--- config.mk ---
export PLATFORM = sky130hd
export DESIGN_NAME = x3q_fetch_queue
export DESIGN_NICKNAME = d
export VERILOG_FILES = /design/src/rtl/x3q_fetch_queue.sv
export SDC_FILE = /design/constraint.sdc
export NUM_CORES = 1
export LEC_CHECK = 0
export ABC_AREA = 0
export BUFFER_PORTS_ARGS = -buffer_cell sky130_fd_sc_hd__buf_4
export CORE_UTILIZATION = 55
export DETAILED_ROUTE_END_ITERATION = 12
export GPL_TIMING_DRIVEN = 0
export PLACE_DENSITY = 0.84
export SETUP_SLACK_MARGIN = 0.2
export SYNTH_ARGS = -nofsm -noshare
export SYNTH_HDL_FRONTEND = slang
export SYNTH_SLANG_ARGS = --single-unit
--- constraint.sdc ---
create_clock -name clk -period 6.3 [get_ports clk]
set_input_delay 0.315 -clock clk [delete_from_list [all_inputs] [get_ports clk]]
set_output_delay 0.315 -clock clk [all_outputs]
set_load 0.05 [all_outputs]
--- src/rtl/x3q_fetch_queue.sv ---
// Instruction prefetch queue for the x3q core: issues sequential single-outstanding
// reads, buffers returned words, and hands them to decode; redirect flushes and restarts.
module x3q_fetch_queue #(
  parameter int unsigned DATA_W     = 16,
  parameter int unsigned ADDR_W     = 16,
  parameter int unsigned DEPTH      = 4,
  parameter int unsigned ADDR_STEP  = 1,
  parameter int unsigned RESET_ADDR = 0
) (
  input  logic                         clk,
  input  logic                         reset,
  input  logic [DATA_W-1:0]            memory_in,
  input  logic                         memory_ready,
  input  logic                         hold,
  input  logic                         redirect_valid,
  input  logic [ADDR_W-1:0]            redirect_addr,
  input  logic                         instr_ready,
  output logic                         request,
  output logic                         request_type,
  output logic [ADDR_W-1:0]            request_address,
  output logic                         instr_valid,
  output logic [DATA_W-1:0]            instr_data,
  output logic [ADDR_W-1:0]            instr_addr,
  output logic [$clog2(DEPTH+1)-1:0]   queue_level
);

  localparam int unsigned PTR_W = $clog2(DEPTH);
  localparam int unsigned LVL_W = $clog2(DEPTH + 1);

  typedef enum logic [1:0] {IDLE, WAIT, DISCARD} state_t;

  state_t            state;
  logic [ADDR_W-1:0] fetch_addr;
  logic [DATA_W-1:0] data_q [DEPTH];
  logic [ADDR_W-1:0] addr_q [DEPTH];
  logic [PTR_W-1:0]  rd_ptr;
  logic [PTR_W-1:0]  wr_ptr;
  logic [LVL_W-1:0]  level;
  logic              issue;
  logic              push;
  logic              pop;

  // Redirect overrides issue, push and pop in the same cycle.
  assign issue = (state == IDLE) && !hold && (level < LVL_W'(DEPTH)) && !redirect_valid;
  assign push  = (state == WAIT) && memory_ready && !redirect_valid;
  assign pop   = (level != '0) && instr_ready && !redirect_valid;

  assign request_type = 1'b0;
  assign instr_valid  = (level != '0);
  assign instr_data   = data_q[rd_ptr];
  assign instr_addr   = addr_q[rd_ptr];
  assign queue_level  = level;

  // Fetch sequencing: one outstanding read; stale responses after redirect are dropped.
  always_ff @(posedge clk or posedge reset) begin
    if (reset) begin
      state           <= IDLE;
      fetch_addr      <= ADDR_W'(RESET_ADDR);
      request         <= 1'b0;
      request_address <= ADDR_W'(RESET_ADDR);
    end else begin
      request <= issue;
      if (issue) request_address <= fetch_addr;

      if (redirect_valid)  fetch_addr <= redirect_addr;
      else if (push)       fetch_addr <= fetch_addr + ADDR_W'(ADDR_STEP);

      case (state)
        IDLE:    if (issue) state <= WAIT;
        WAIT: begin
          if (memory_ready)        state <= IDLE;
          else if (redirect_valid) state <= DISCARD;
        end
        DISCARD: if (memory_ready) state <= IDLE;
        default: state <= IDLE;
      endcase
    end
  end

  // Circular buffer; a slot is reserved at issue so a push never overflows.
  always_ff @(posedge clk or posedge reset) begin
    if (reset) begin
      rd_ptr <= '0;
      wr_ptr <= '0;
      level  <= '0;
      for (int unsigned i = 0; i < DEPTH; i++) begin
        data_q[i] <= '0;
        addr_q[i] <= '0;
      end
    end else if (redirect_valid) begin
      rd_ptr <= '0;
      wr_ptr <= '0;
      level  <= '0;
    end else begin
      if (push) begin
        data_q[wr_ptr] <= memory_in;
        addr_q[wr_ptr] <= request_address;
        wr_ptr         <= wr_ptr + PTR_W'(1);
      end
      if (pop) rd_ptr <= rd_ptr + PTR_W'(1);
      case ({push, pop})
        2'b10:   level <= level + LVL_W'(1);
        2'b01:   level <= level - LVL_W'(1);
        default: level <= level;
      endcase
    end
  end

endmodule
==> impl_metrics.prom, run 1 <==
# TYPE chip_impl_metric gauge
chip_impl_metric{name="postRouteWirelength",unit="mm"} 15.5
chip_impl_metric{name="routabilityCongestion",unit=""} 0.830
chip_impl_metric{name="design_area",unit="mm2"} 0.00927
chip_impl_metric{name="total_switching_power",unit="mW"} 1.74
chip_impl_info{name="grt_setup_unrepaired",value="no"} 1
chip_impl_metric{name="cts_inserted_buffers",unit=""} 17
chip_impl_metric{name="vias_in_the_first_global_route",unit=""} 4912
chip_impl_metric{name="fin_skew",unit="ps"} 8.06
chip_impl_metric{name="die_h",unit="um"} 120
chip_impl_metric{name="die_x",unit="um"} 120
chip_impl_metric{name="syn_area_per_cell",unit="um2"} 15.4
chip_impl_info{name="cts_root_buffer",value="clkbuf_16"} 1
chip_impl_info{name="outcome",value="finished clean"} 1
chip_impl_metric{name="areaGrowthSynthToFinish",unit="%"} 20.2
chip_impl_metric{name="timing.final.crit_period",unit="ps"} 2560
chip_impl_metric{name="cts.repair_timing.setup_buffer_count",unit=""} 0
chip_impl_metric{name="static-leakage-power",unit="nW"} 4.40
chip_impl_metric{name="num_rows",unit=""} 42
chip_impl_metric{name="drc_errors",unit=""} 0
chip_impl_info{name="synthMostInstantiatedCell",value="dfrtp_1"} 1
chip_impl_metric{name="ys_async_sr_fraction",unit="%"} 100
chip_impl_metric{name="drt-initial-drc-count",unit=""} 255
chip_impl_info{name="crit_slowest_cell",value="clkbuf_1"} 1
chip_impl_info{name="end_kind",value="output port"} 1
chip_impl_metric{name="cts_max_path_buffers",unit=""} 2
chip_impl_metric{name="avgViaCountPerCell",unit=""} 5.69
chip_impl_info{name="hold_path_class",value="input port to flip-flop"} 1
chip_impl_metric{name="overflow",unit=""} 0
chip_impl_metric{name="grt_first_pass_wirelength",unit="mm"} 25.2
chip_impl_metric{name="netlist.area_leader.share",unit="%"} 55.1
chip_impl_metric{name="globalRouteTotalUtil",unit="%"} 23.2
chip_impl_metric{name="synth.yosys.seq_area_share",unit="%"} 55.1
chip_impl_metric{name="port_buffers",unit=""} 90
chip_impl_metric{name="h-tree-depth",unit=""} 4
chip_impl_info{name="path_common_cell",value="clkbuf_1"} 1
chip_impl_info{name="type_of_origin_of_the_critical_path",value="flip-flop"} 1
chip_impl_metric{name="report.final.hold_viol_count",unit=""} 0
chip_impl_metric{name="synth_warnings",unit=""} 0
chip_impl_metric{name="die_outline_area",unit="mm2"} 0.0145
chip_impl_metric{name="cp.arrival",unit="ps"} 2240
chip_impl_metric{name="place.detailed.hpwl",unit="mm"} 10.7
chip_impl_metric{name="synth_cells",unit=""} 500
chip_impl_metric{name="top_level_i_o_count",unit=""} 92
chip_impl_info{name="synth.area.top_cells",value="dfrtp_1 55%, mux2_2 19%, mux4_2 9.3%"} 1
chip_impl_metric{name="critical-path-max-stage-delay",unit="ps"} 570
chip_impl_metric{name="netSwitchingFraction",unit="%"} 39.1
chip_impl_metric{name="timing.fmax",unit="MHz"} 391
chip_impl_metric{name="drt.antenna.violating_nets",unit=""} 0
chip_impl_metric{name="routedWlPerCell",unit="um"} 19.4
chip_impl_metric{name="yosys.cell_types.count",unit=""} 45
chip_impl_info{name="path_cells",value="clkbuf_1, clkbuf_1, mux4_2, buf_4"} 1
chip_impl_metric{name="vias",unit=""} 4543
chip_impl_metric{name="clock_insertion_delay_worst_skew",unit="ps"} 430
chip_impl_metric{name="final_min_period_over_clock_period",unit="%"} 40.6
chip_impl_metric{name="vdd_ir_drop_max",unit="uV"} 431
chip_impl_metric{name="grt_max_degree",unit=""} 111
chip_impl_metric{name="hold_ws",unit="ps"} 91.4
chip_impl_info{name="post_synth_top_area_cell",value="dfrtp_1"} 1
chip_impl_metric{name="syn-cell-area",unit="mm2"} 0.00771
chip_impl_info{name="cts_tree",value="done"} 1
chip_impl_metric{name="combPwrFrac",unit="%"} 41.0
chip_impl_metric{name="grt_antenna_before_repair",unit=""} 0
chip_impl_metric{name="timing.slew.headroom",unit="%"} 54.0
chip_impl_metric{name="floorplan.core_area",unit="mm2"} 0.0135
chip_impl_metric{name="critical_path_peak_fanout",unit=""} 10
chip_impl_metric{name="cts_num_sinks",unit=""} 170
chip_impl_metric{name="sequentialPowerShare",unit="%"} 34.6
chip_impl_metric{name="worst_setup_hold_path_clk_slew",unit="ps"} 60
chip_impl_info{name="path_class",value="flip-flop to output port"} 1
chip_impl_metric{name="start_util",unit="%"} 57.3
chip_impl_metric{name="cp_data_required_time",unit="ps"} 5980
chip_impl_metric{name="syn_nets",unit=""} 544
chip_impl_metric{name="p_clk_share",unit="%"} 24.4
chip_impl_metric{name="synth-edff-count",unit=""} 0
chip_impl_info{name="synth.cells.most_frequent",value="170 x dfrtp_1, 128 x mux2_2, 32 x mux4_2"} 1
chip_impl_info{name="yosys_most_used_dff",value="dfrtp_1"} 1
chip_impl_metric{name="internal_power",unit="mW"} 2.71
chip_impl_metric{name="nFillCells",unit=""} 887
chip_impl_metric{name="detailed_place.area",unit="mm2"} 0.00864
chip_impl_metric{name="power_density",unit="mW/mm2"} 480
chip_impl_metric{name="tightest_slew",unit="ps"} 685
chip_impl_metric{name="drive_gt1_share",unit="%"} 52.5
chip_impl_metric{name="fin_max_slew_vios",unit=""} 0
chip_impl_metric{name="fin_total_pwr",unit="mW"} 4.45
chip_impl_metric{name="design.final.nets",unit=""} 655
chip_impl_metric{name="drt-pass1-iter-count",unit=""} 5
chip_impl_metric{name="final_setup_violation_count",unit=""} 0
chip_impl_metric{name="antenna_cells",unit=""} 0
chip_impl_metric{name="synth_seq_cells",unit=""} 170
chip_impl_metric{name="max-cap-violations",unit=""} 0
[area by class of cell]
class,instances,area (um2),share of cell area (%)
plain buffers,28,216,2.34
clock buffers,19,443,4.78
clock inverters,12,174,1.88
inverters,7,31.3,0.337
multi-input cells,295,3220,34.7
flip-flops and latches,170,4250,45.9
well taps,176,220,2.38
repair buffers,92,713,7.69
[cells in the final DEF, fill, tap and decap left out, types with 6 or more instances in the layout]
master / count
inv_1: 6
mux2_1: 9
mux2_4: 8
clkbuf_16: 17
mux2_2: 128
clkbuf_1: 9
buf_6: 13
nand2_1: 19
xnor2_1: 12
dfrtp_1: 170
buf_4: 92
o21ai_0: 10
mux4_2: 32
nor2_1: 10
[path summary, 6_finish.rpt]
| path | start | to | slack (ps) | cells after the start |
|---|---|---|---|---|
| setup / recovery | rd_ptr[1] | instr_data[14] | 3740 | 4 |
| hold reg to reg | data_q[60] | data_q[60] | 500 | 1 |
| hold / removal | memory_ready | state[1] | 90 | 2 |
| max in group asynchronous | reset | addr_q[39] | 4860 | 4 |
| min in group asynchronous | reset | data_q[52] | 500 | 3 |
| setup reg to reg | state[1] | queue_level[2] | 4310 | 7 |
[critical path: cells and delay by family, from the launching register on]
kind                   cells  cell delay, ps
buffers and inverters      3            1050
muxes                      1             450
DFF                        1             320
[per-stage QoR]
| stage | TNS (ps) | utilization, % | instances | setup WS [ps] |
|---|---|---|---|---|
| final | 0 | 68.9 | 799 | 3740 |
| after floorplan | 0 | - | 500 | 1380 |
| after global routing | 0 | 68.9 | 799 | 3640 |
| after detailed placement | 0 | 64.2 | 767 | 3950 |
| after global placement | -546 | 64.0 | 766 | -12.8 |
| after CTS | 0 | 68.9 | 799 | 3710 |
[power by group through the flow]
stage	Combinational (mW)	Clock, mW	Sequential, mW
2_1_floorplan	1.17	0	1.68
3_3_place_gp	1.80	0	1.52
3_5_place_dp	1.84	0	1.55
4_1_cts	1.84	1.10	1.54
5_1_grt	1.90	1.15	1.57
6_report	1.82	1.08	1.54
[routing by layer]
metal / share of wire, % / global-route usage [%] / wire (um)
met2: 51 / 38.6 / 7940
met4: 1.3 / 8.26 / 196
met1: 43 / 29.9 / 6700
met3: 4.2 / 5.42 / 645
met5: 0 / 0 / 0
[flip-flops by register name (all words and copies together), names as in the netlist]
name and count:
wr_ptr 2, addr_q 64, state 2, fetch_addr 16, data_q 64, rd_ptr 2
request 1, request_address 16, queue_level 3
[cell families (layout without fill, tap and decap cells)]
kind of cell / count (synthesis) / after routing / synth area share [%]
xor gates and xnor gates: 17 / 17 / 1.93
and+or+nand+nor: 69 / 69 / 5.66
other: 1 / 1 / 0.0486
muxes: 180 / 180 / 31.3
adders and majority gates: 6 / 6 / 1.07
buffers and inverters: 35 / 158 / 3.15
DFF: 170 / 170 / 55.1
AOI/OAI and AO/OA: 22 / 22 / 1.72
[timing repair]
action / in CTS / in global routing
hold buffers: 1 / 0
gates resized for setup: 0 / 0
hold endpoints to repair: 60 / 0
No activity file was read; power rests on OpenSTA's default activity.
==> run 2, diff against run 1 <==
Settings changed: CORE_UTILIZATION 55 to 53, PLACE_DENSITY 0.84 to 0.85.
Clock period 6.3 ns to 2.3 ns, I/O delays scaled along.
==> run 2 against run 1 <==
Net effect: utilization up 0.12 points; sequential power rose to 2.7 times the previous value; worst hold slack worse by 10 ps; register-to-register slack worse by 4000 ps; non-clock buffer count up 37; critical path depth unchanged; largest power group unchanged.
==> impl_metrics.prom, run 2 (same netlist as run 1, synthesis figures left out) <==
# TYPE chip_impl_metric gauge
chip_impl_metric{name="final_min_period_over_clock_period",unit="%"} 89.0
chip_impl_metric{name="worst_setup_hold_path_clk_slew",unit="ps"} 60
chip_impl_metric{name="hold_ws",unit="ps"} 81.4
chip_impl_metric{name="met3_length",unit="um"} 783
chip_impl_metric{name="drt-pass1-iter-count",unit=""} 4
chip_impl_metric{name="postRouteWirelength",unit="mm"} 16.3
chip_impl_info{name="reg_top3",value="addr_q x64, data_q x64"} 1
chip_impl_metric{name="routabilityCongestion",unit=""} 0.870
chip_impl_metric{name="port_buffers",unit=""} 90
chip_impl_metric{name="die_outline_area",unit="mm2"} 0.0150
chip_impl_info{name="hold_path_class",value="input port to flip-flop"} 1
chip_impl_metric{name="die_x",unit="um"} 123
chip_impl_metric{name="detailed_place.area",unit="mm2"} 0.00870
chip_impl_metric{name="grt_antenna_before_repair",unit=""} 0
chip_impl_metric{name="m1WireLength",unit="mm"} 6.91
chip_impl_metric{name="cp.arrival",unit="ps"} 1930
chip_impl_info{name="grt_setup_unrepaired",value="yes"} 1
chip_impl_metric{name="worst-path-buf-inv",unit=""} 3
chip_impl_metric{name="design.final.nets",unit=""} 692
chip_impl_metric{name="cp_data_required_time",unit="ps"} 2180
chip_impl_metric{name="sequentialPowerShare",unit="%"} 34.4
chip_impl_metric{name="vias",unit=""} 4725
chip_impl_info{name="final_common_cell",value="dfrtp_1"} 1
chip_impl_metric{name="globalRouteTotalUtil",unit="%"} 24.3
chip_impl_metric{name="drt-initial-drc-count",unit=""} 253
chip_impl_metric{name="fin_skew",unit="ps"} 6.48
chip_impl_metric{name="drive_gt1_share",unit="%"} 50.5
chip_impl_metric{name="max-cap-violations",unit=""} 0
chip_impl_metric{name="critical_path_peak_fanout",unit=""} 10
chip_impl_metric{name="wl_met2",unit="mm"} 8.37
chip_impl_metric{name="p_clk_share",unit="%"} 23.5
chip_impl_metric{name="top_level_i_o_count",unit=""} 92
chip_impl_metric{name="total_switching_power",unit="mW"} 4.80
chip_impl_metric{name="combPwrFrac",unit="%"} 42.1
chip_impl_info{name="outcome",value="finished clean"} 1
chip_impl_metric{name="clock_insertion_delay_worst_skew",unit="ps"} 430
chip_impl_metric{name="final_critical_path_setup_slack",unit="ps"} 253
chip_impl_metric{name="grt_first_pass_wirelength",unit="mm"} 27.1
chip_impl_metric{name="timing.slew.headroom",unit="%"} 53.7
chip_impl_metric{name="avgViaCountPerCell",unit=""} 5.62
chip_impl_metric{name="tns",unit="ps"} 0
chip_impl_metric{name="areaGrowthSynthToFinish",unit="%"} 25.6
chip_impl_metric{name="die_h",unit="um"} 123
chip_impl_metric{name="floorplan.core_area",unit="mm2"} 0.0140
chip_impl_metric{name="routedWlPerCell",unit="um"} 19.4
chip_impl_metric{name="drt.antenna.violating_nets",unit=""} 0
chip_impl_metric{name="report.final.hold_viol_count",unit=""} 0
chip_impl_metric{name="nFillCells",unit=""} 926
chip_impl_metric{name="cts_num_sinks",unit=""} 170
chip_impl_metric{name="critical-path-max-stage-delay",unit="ps"} 360
chip_impl_info{name="most-common-layout-cells",value="170 x dfrtp_1, 128 x mux2_2, 93 x buf_4"} 1
chip_impl_info{name="cpLargestDelayFamily",value="buffers and inverters"} 1
chip_impl_info{name="type_of_origin_of_the_critical_path",value="flip-flop"} 1
chip_impl_info{name="cts_tree",value="done"} 1
chip_impl_metric{name="vias_in_the_first_global_route",unit=""} 5181
chip_impl_metric{name="netSwitchingFraction",unit="%"} 39.3
chip_impl_metric{name="tightest_slew",unit="ps"} 689
chip_impl_metric{name="grt_max_degree",unit=""} 41
chip_impl_info{name="cts_root_buffer",value="clkbuf_16"} 1
chip_impl_metric{name="place.detailed.hpwl",unit="mm"} 10.9
chip_impl_metric{name="drc_errors",unit=""} 0
chip_impl_metric{name="dp_worst_setup_slack",unit="ps"} 130
chip_impl_metric{name="overflow",unit=""} 0
chip_impl_info{name="path_cells",value="clkbuf_1, clkbuf_4, mux4_2, buf_4"} 1
chip_impl_metric{name="vdd_ir_drop_max",unit="uV"} 1130
chip_impl_info{name="end_kind",value="output port"} 1
chip_impl_metric{name="start_util",unit="%"} 54.9
chip_impl_metric{name="antenna_cells",unit=""} 0
chip_impl_metric{name="h-tree-depth",unit=""} 4
chip_impl_metric{name="cts_inserted_buffers",unit=""} 17
chip_impl_info{name="crit_slowest_cell",value="mux4_2"} 1
chip_impl_metric{name="post-place-cells",unit=""} 774
chip_impl_metric{name="fin_total_pwr",unit="mW"} 12.2
chip_impl_metric{name="timing.final.crit_period",unit="ps"} 2050
chip_impl_metric{name="timing.fmax",unit="MHz"} 489
chip_impl_metric{name="fin_max_slew_vios",unit=""} 0
chip_impl_metric{name="num_rows",unit=""} 43
chip_impl_info{name="path_class",value="flip-flop to output port"} 1
chip_impl_metric{name="design_area",unit="mm2"} 0.00969
chip_impl_metric{name="final_setup_violation_count",unit=""} 0
chip_impl_metric{name="cts_max_path_buffers",unit=""} 2
chip_impl_metric{name="post-route-util",unit="%"} 69.0
chip_impl_metric{name="static-leakage-power",unit="nW"} 4.58
chip_impl_info{name="top_layer",value="met4"} 1
chip_impl_metric{name="power_density",unit="mW/mm2"} 1260
chip_impl_metric{name="internal_power",unit="mW"} 7.42
chip_impl_metric{name="final_cell_count_no_fill",unit=""} 841
## run 2: changes by cell type in the layout (fill, tap and decap cells not counted), moves of 2 or more
cell	before	now
dlygate4sd3_1	1	35
buf_12	0	4
clkinv_2	3	5
buf_8	0	3
buf_2	5	1
clkbuf_1	9	7
clkbuf_4	0	3
## run 2: worst paths after layout
kind | startpoint | slack [ps] | end | cells after the start
setup / recovery | rd_ptr[1] | 250 | instr_addr[8] | 4
max in group asynchronous | reset | 1070 | addr_q[61] | 5
hold reg to reg | data_q[51] | 490 | data_q[51] | 1
min in group asynchronous | reset | 350 | data_q[37] | 3
hold / removal | hold | 80 | request | 3
setup reg to reg | state[1] | 270 | queue_level[2] | 7
## run 2: timing repair
item | in CTS | in global routing
buffers inserted | 0 | 0
hold endpoints to repair | 108 | 0
hold buffers | 35 | 0
resized for setup | 13 | 4
setup endpoints to repair | 29 | 8
## run 2: power by group through the flow
stage,combinational (mW),clock [mW],sequential (mW)
floorplan,3.19,0,4.61
global placement,4.95,0,4.17
detailed placement,5.05,0,4.24
CTS,5.16,2.91,4.19
global route,5.40,3.06,4.30
finish,5.15,2.87,4.20
## run 2: routing by layer
| layer | up-vias | global-route usage (%) |
|---|---|---|
| li1 | 2120 | - |
| met1 | 2466 | 31.5 |
| met2 | 121 | 40.2 |
| met3 | 18 | 6.13 |
| met4 | 0 | 7.85 |
| met5 | - | 0 |
## run 2: final cells by class
cell class | count | area, um2 | area share, %
plain buffers | 28 | 260 | 2.68
repair buffers | 129 | 1110 | 11.4
clock inverters | 12 | 148 | 1.52
flip-flops and latches | 170 | 4250 | 43.9
inverters | 7 | 30.0 | 0.310
well taps | 180 | 225 | 2.32
multi-input cells | 295 | 3220 | 33.3
clock buffers | 20 | 447 | 4.61
## run 2: worst min-delay path: stages
cell    delay [ps]
buf_4           90
nor4_4          80
buf_6          160
